[src/rtl/pwm_seq_ctrl.sv]
// Four-channel PWM sequencer: shadow registers written over valid/ready are
// committed to the live PWM state only at period boundaries, with optional duty ramping.
module pwm_seq_ctrl #(
    parameter int NCH = 4,
    parameter int DW  = 8,
    parameter int PW  = 8
) (
    input  logic           clk,
    input  logic           rst_n,
    input  logic           ena,
    input  logic           wr_valid,
    output logic           wr_ready,
    input  logic [2:0]     wr_addr,
    input  logic [7:0]     wr_data,
    output logic [NCH-1:0] pwm_out,
    output logic           period_tick,
    output logic           busy
);

    localparam logic [DW-1:0] CNT_LAST = {{(DW-1){1'b1}}, 1'b0};

    logic [DW-1:0]  target [NCH];
    logic [DW-1:0]  active [NCH];
    logic [PW-1:0]  prescale_sh;
    logic [PW-1:0]  prescale_act;
    logic [DW-1:0]  step;
    logic [NCH-1:0] mask_sh;
    logic [NCH-1:0] mask_act;
    logic [PW-1:0]  pre_cnt;
    logic [DW-1:0]  cnt;

    logic           tick;
    logic           boundary;
    logic           wr_fire;
    logic [NCH-1:0] pwm_p0;

    // Move cur toward tgt by at most stp; the difference is taken one bit wider
    // so the magnitude never wraps and the result cannot overshoot.
    function automatic logic [DW-1:0] ramp_toward(
        input logic [DW-1:0] cur,
        input logic [DW-1:0] tgt,
        input logic [DW-1:0] stp
    );
        logic signed [DW:0] diff;
        logic        [DW:0] mag;
        diff = $signed({1'b0, tgt}) - $signed({1'b0, cur});
        mag  = diff[DW] ? $unsigned(-diff) : $unsigned(diff);
        if (stp == '0 || mag <= {1'b0, stp}) begin
            ramp_toward = tgt;
        end else if (diff[DW]) begin
            ramp_toward = cur - stp;
        end else begin
            ramp_toward = cur + stp;
        end
    endfunction

    assign tick     = (pre_cnt == prescale_act);
    assign boundary = ena && tick && (cnt == CNT_LAST);
    assign wr_ready = ena && !boundary;
    assign wr_fire  = wr_valid && wr_ready;

    always_comb begin
        busy = 1'b0;
        for (int i = 0; i < NCH; i++) begin
            busy = busy | (active[i] != target[i]);
        end
    end

    always_comb begin
        pwm_p0 = '0;
        for (int i = 0; i < NCH; i++) begin
            pwm_p0[i] = ena && mask_act[i] && (cnt < active[i]);
        end
    end

    // Shadow register writes; boundary and an accepted write never coincide.
    always_ff @(posedge clk or negedge rst_n) begin
        if (!rst_n) begin
            for (int i = 0; i < NCH; i++) begin
                target[i] <= '0;
            end
            prescale_sh <= '0;
            step        <= '0;
            mask_sh     <= '0;
        end else if (wr_fire) begin
            if (!wr_addr[2]) begin
                target[wr_addr[1:0]] <= wr_data[DW-1:0];
            end else begin
                case (wr_addr[1:0])
                    2'd0:    prescale_sh <= wr_data[PW-1:0];
                    2'd1:    step        <= wr_data[DW-1:0];
                    2'd2:    mask_sh     <= wr_data[NCH-1:0];
                    default: ;
                endcase
            end
        end
    end

    // Timebase: everything holds while ena is low.
    always_ff @(posedge clk or negedge rst_n) begin
        if (!rst_n) begin
            pre_cnt <= '0;
            cnt     <= '0;
        end else if (ena) begin
            if (tick) begin
                pre_cnt <= '0;
                cnt     <= (cnt == CNT_LAST) ? '0 : cnt + 1'b1;
            end else begin
                pre_cnt <= pre_cnt + 1'b1;
            end
        end
    end

    // Commit stage: live state changes only on the same edge as the counter wrap.
    always_ff @(posedge clk or negedge rst_n) begin
        if (!rst_n) begin
            for (int i = 0; i < NCH; i++) begin
                active[i] <= '0;
            end
            prescale_act <= '0;
            mask_act     <= '0;
        end else if (boundary) begin
            for (int i = 0; i < NCH; i++) begin
                active[i] <= ramp_toward(active[i], target[i], step);
            end
            prescale_act <= prescale_sh;
            mask_act     <= mask_sh;
        end
    end

    // Output stage: one clock behind the counter.
    always_ff @(posedge clk or negedge rst_n) begin
        if (!rst_n) begin
            pwm_out     <= '0;
            period_tick <= 1'b0;
        end else begin
            pwm_out     <= pwm_p0;
            period_tick <= boundary;
        end
    end

endmodule

[config.mk]
export PLATFORM = sky130hd
export DESIGN_NAME = pwm_seq_ctrl
export DESIGN_NICKNAME = d
export VERILOG_FILES = /design/src/rtl/pwm_seq_ctrl.sv
export SDC_FILE = /design/constraint.sdc
export NUM_CORES = 1
export LEC_CHECK = 0
export BUFFER_PORTS_ARGS = -buffer_cell sky130_fd_sc_hd__buf_2
export CAP_MARGIN = 20
export CELL_PAD_IN_SITES_DETAIL_PLACEMENT = 0
export CELL_PAD_IN_SITES_GLOBAL_PLACEMENT = 2
export CORE_MARGIN = 2
export CORE_UTILIZATION = 42
export CTS_BUF_LIST = sky130_fd_sc_hd__clkbuf_4 sky130_fd_sc_hd__clkbuf_8
export CTS_CLUSTER_SIZE = 20
export DETAILED_ROUTE_END_ITERATION = 12
export GPL_TIMING_DRIVEN = 0
export PLACE_DENSITY_LB_ADDON = 0.1
export SKIP_LAST_GASP = 1
export SYNTH_ARGS = -nofsm -noshare
export SYNTH_HDL_FRONTEND = slang
export SYNTH_SLANG_ARGS = --single-unit
[constraint.sdc]
create_clock -name clk -period 5.2 [get_ports clk]
set_clock_uncertainty 0.15 [all_clocks]
set_input_delay 0.26 -clock clk [delete_from_list [all_inputs] [get_ports clk]]
set_output_delay 0.26 -clock clk [all_outputs]
set_load 0.01 [all_outputs]
==> results.md <==
- Outcome: complete, no violations
- Worst setup path category: reg -> reg
- Post-synth top area cell: dfrtp_1
- Die width: roughly 160 µm
- WL final: about 31,000 µm
- Routability Congestion: 0.830
- Pwr dens: between 400 and 500 nW/µm²
- Max Clk Rate: roughly 210 MHz
- Starting Density: 0.424
- Hold path depth: 2
- Syn Std Cell Area: 10,200 µm²
- Total track usage: 0.253
- Hold Path End: target[8]$_DFFE_PN0P_
- Critical path fanouts, max: 10
- Remaining antenna violation count: 0
- Die height: 160 µm
- CP required: around 5500 ps
- DRC viols: 0
- Ys async rst share: 1.00
- Placement Rows: 57
- Crit share post-route: 0.921
- Sequential share of the synthesized area: 0.287
- HP Class: in -> reg
- DP Worst Slack: 211 ps
- DRT Pass-1 Iters: 5
- Cell Area, Placed: 10,800 µm²
- H-tree levels: 4
- TritonCTS clock tree: yes
- Top Ports: 22
- Pin count of the biggest net entering global routing: 75
- Post-synth EDFFs: 0
- Mapped Nets: approximately 1,300
- Global-route wire length before repair: just under 50,000 µm
- Synth warn: 0
- Share of the synthesized area in the top cell type: 0.287
- Root Driver: clkbuf_8
- Port Buffers: 21
- Wirelength per Cell: roughly 21 µm
- Final instance area: between 10,000 and 15,000 µm²
- Iter 0 DRT Violations: ~600
- Area contributors post-synth: dfrtp_1 (29%), ha_1 (16%), xnor2_1 (7.8%), mux2_2 (6.0%), nor2_1 (3.5%)
- RSZ-0062 raised after global routing: no
- Clk sinks: 117
- Core Area: about 24,000 µm²
- Minimum clock period after layout: roughly 4800 ps
- Max-slew violations: 0
- Share of post-route cells with drive strength above 1: 0.121
- Worst slew pin tran: 1120 ps
- Vias in the first global route: around 8,300
- Nets: between 1,000 and 1,500
- DP Wirelength: between 20,000 and 25,000 µm
- VDD IR-drop max: 0.000169 V
- CP startpoint kind: flop
- Reg2Reg Setup Slack: roughly 410 ps
- GR Overflow Total: 0
- Post-CTS Setup Bufs: 0
- Leak: ~0.0052 µW
- Clk buf depth: 2
- Worst R2R Start: target[8]$_DFFE_PN0P_
- DR vias/cell: between 5 and 6
- Synthesized area per cell: between 9 and 10 µm²
- Post-route setup slack: 410 ps
- Synthesized flop and latch total: about 120
- Clk slew on worst S/H paths: 90 ps
- Syn Inst Count: 1,122
- Initial antenna violation count: 3
- Synth cell types: around 70
- Num CTS Buffers: 17
- Most common flop cell mapped by yosys: dfrtp_1
- Filler cells: 2,468
- Critical Path Sink Type: flop
- Hold WS: between 100 and 150 ps
- Die Area: between 20,000 and 30,000 µm²
- Critical path data arrival time: 5040 ps
- Beginning of the worst hold path: wr_data[0]
- Synthesis-to-finish area growth: 9.31%
- Final hold violations: 0
- R2R Path End: active[15]$_DFFE_PN0P_
- Rel. slew slack: 0.251
- Vias post-DR: about 8,500
- Max Cap Viol: 0
- Worst r2r path cells: 19
- Finished Core Util: 0.463
- Worst skew pair latency: approximately 470 ps
- Final setup viols: 0
- N_diodes: 0
per-layer routing:
metal	global-route usage	routed length, µm
met5	0	0
met4	0.0557	434
met3	0.0322	960
met2	0.399	14300
met1	0.371	15700
power by group:
part           internal (µW)  switching, µW  leakage, µW
sequential              1030            140      0.00144
combinational           1280           1610      0.00356
clock                    404            460     0.000191
synth_stat cells, types with 9 or more instances:
cell,n
nor2_1,94
mux2i_1,14
ha_1,128
xnor2_1,91
xor2_1,12
nand4_1,23
a21oi_1,37
dfrtp_1,117
inv_1,75
a31oi_1,11
mux2_2,54
a211oi_1,10
o22ai_1,9
nor3_1,22
a21o_1,40
nor2b_1,18
nand3_1,29
buf_2,9
o21ai_0,47
nand2b_1,12
clkbuf_1,16
nand2_1,88
o211ai_1,19
o31ai_1,12
worst max-delay path, cell delays in order (launching register included):
cell and delay, ps:
dfrtp_1 420, inv_1 70, ha_1 170, inv_1 60
fa_1 400, a211oi_1 380, nor3_1 130, nor3_1 280
clkbuf_2 340, o21ai_0 180, xnor2_1 240, ha_1 290
a21o_1 160, a21o_1 160, a21o_1 170, a221oi_1 370
a211oi_1 130, buf_2 200, o32a_1 350, nand3b_1 90
cell families after synthesis:
kind of cell | count (synthesis) | share of synthesized area
adders and majority gates | 136 | 0.172
AOI/OAI and AO/OA | 241 | 0.167
xor gates and xnor gates | 103 | 0.0883
and+or+nand+nor | 351 | 0.172
buffers and inverters | 106 | 0.0411
DFF | 117 | 0.287
muxes | 68 | 0.0732
area by class of cell:
class	instances	area, µm²	share of cell area
Multi-Input combinational cell	899	6870	0.615
Tap cell	324	405	0.0363
Clock inverter	14	141	0.0127
Buffer	31	141	0.0127
Timing Repair Buffer	24	154	0.0138
Sequential cell	117	2930	0.262
Clock buffer	18	248	0.0222
Inverter	75	282	0.0252
worst max-delay path by stage:
stage                                 startpoint                     end  cells past startpoint
final                      target[8]$_DFFE_PN0P_  active[15]$_DFFE_PN0P_                     19
after global routing      target[16]$_DFFE_PN0P_  active[19]$_DFFE_PN0P_                     18
after CTS                  target[8]$_DFFE_PN0P_  active[15]$_DFFE_PN0P_                     19
after detailed placement   target[8]$_DFFE_PN0P_  active[15]$_DFFE_PN0P_                     19
after global placement     target[8]$_DFFE_PN0P_  active[14]$_DFFE_PN0P_                     18
after floorplan            target[0]$_DFFE_PN0P_   active[7]$_DFFE_PN0P_                     18
stage by stage:
stage	power (µW)	setup TNS, ps	std cells
2_1_floorplan	3390	0	1122
3_3_place_gp	4040	-19.4	1467
3_5_place_dp	4060	0	1469
4_1_cts	4940	0	1502
5_1_grt	5360	0	1502
6_report	4920	0	1502
registers in the layout, indices dropped and copies added (netlist names):
register,cells
mask_sh,4
target,32
active,32
period_tick,1
cnt,8
prescale_act,8
prescale_sh,8
pre_cnt,8
step,8
pwm_out,4
mask_act,4
placed cells by master, fill, tap and decap left out, drive strengths merged, types with 4 or more instances in the layout:
cell / n
nand4: 23
o41ai: 6
a21oi: 38
clkbuf: 34
mux2: 54
and3: 8
or2: 7
fa: 8
and2: 8
nand2b: 12
o21bai: 7
o22ai: 9
buf: 38
a21o: 40
dfrtp: 117
nand3: 29
nor3b: 8
xor2: 12
mux2i: 14
o31ai: 12
o21ai: 49
nor2b: 18
nor3: 23
xnor2: 91
a211oi: 13
a211o: 7
a2111oi: 5
nor2: 94
nand2: 88
o211ai: 19
inv: 82
nand3b: 6
o2111ai: 4
ha: 128
a31oi: 11
or3: 10
repair_timing:
item / in CTS / in global routing
setup endpoints to repair: 0 / 11
hold buffers: 1 / 0
gates resized for setup: 0 / 4
endpoints found under the hold margin: 43 / 0
(Power assumes the default switching activity.)
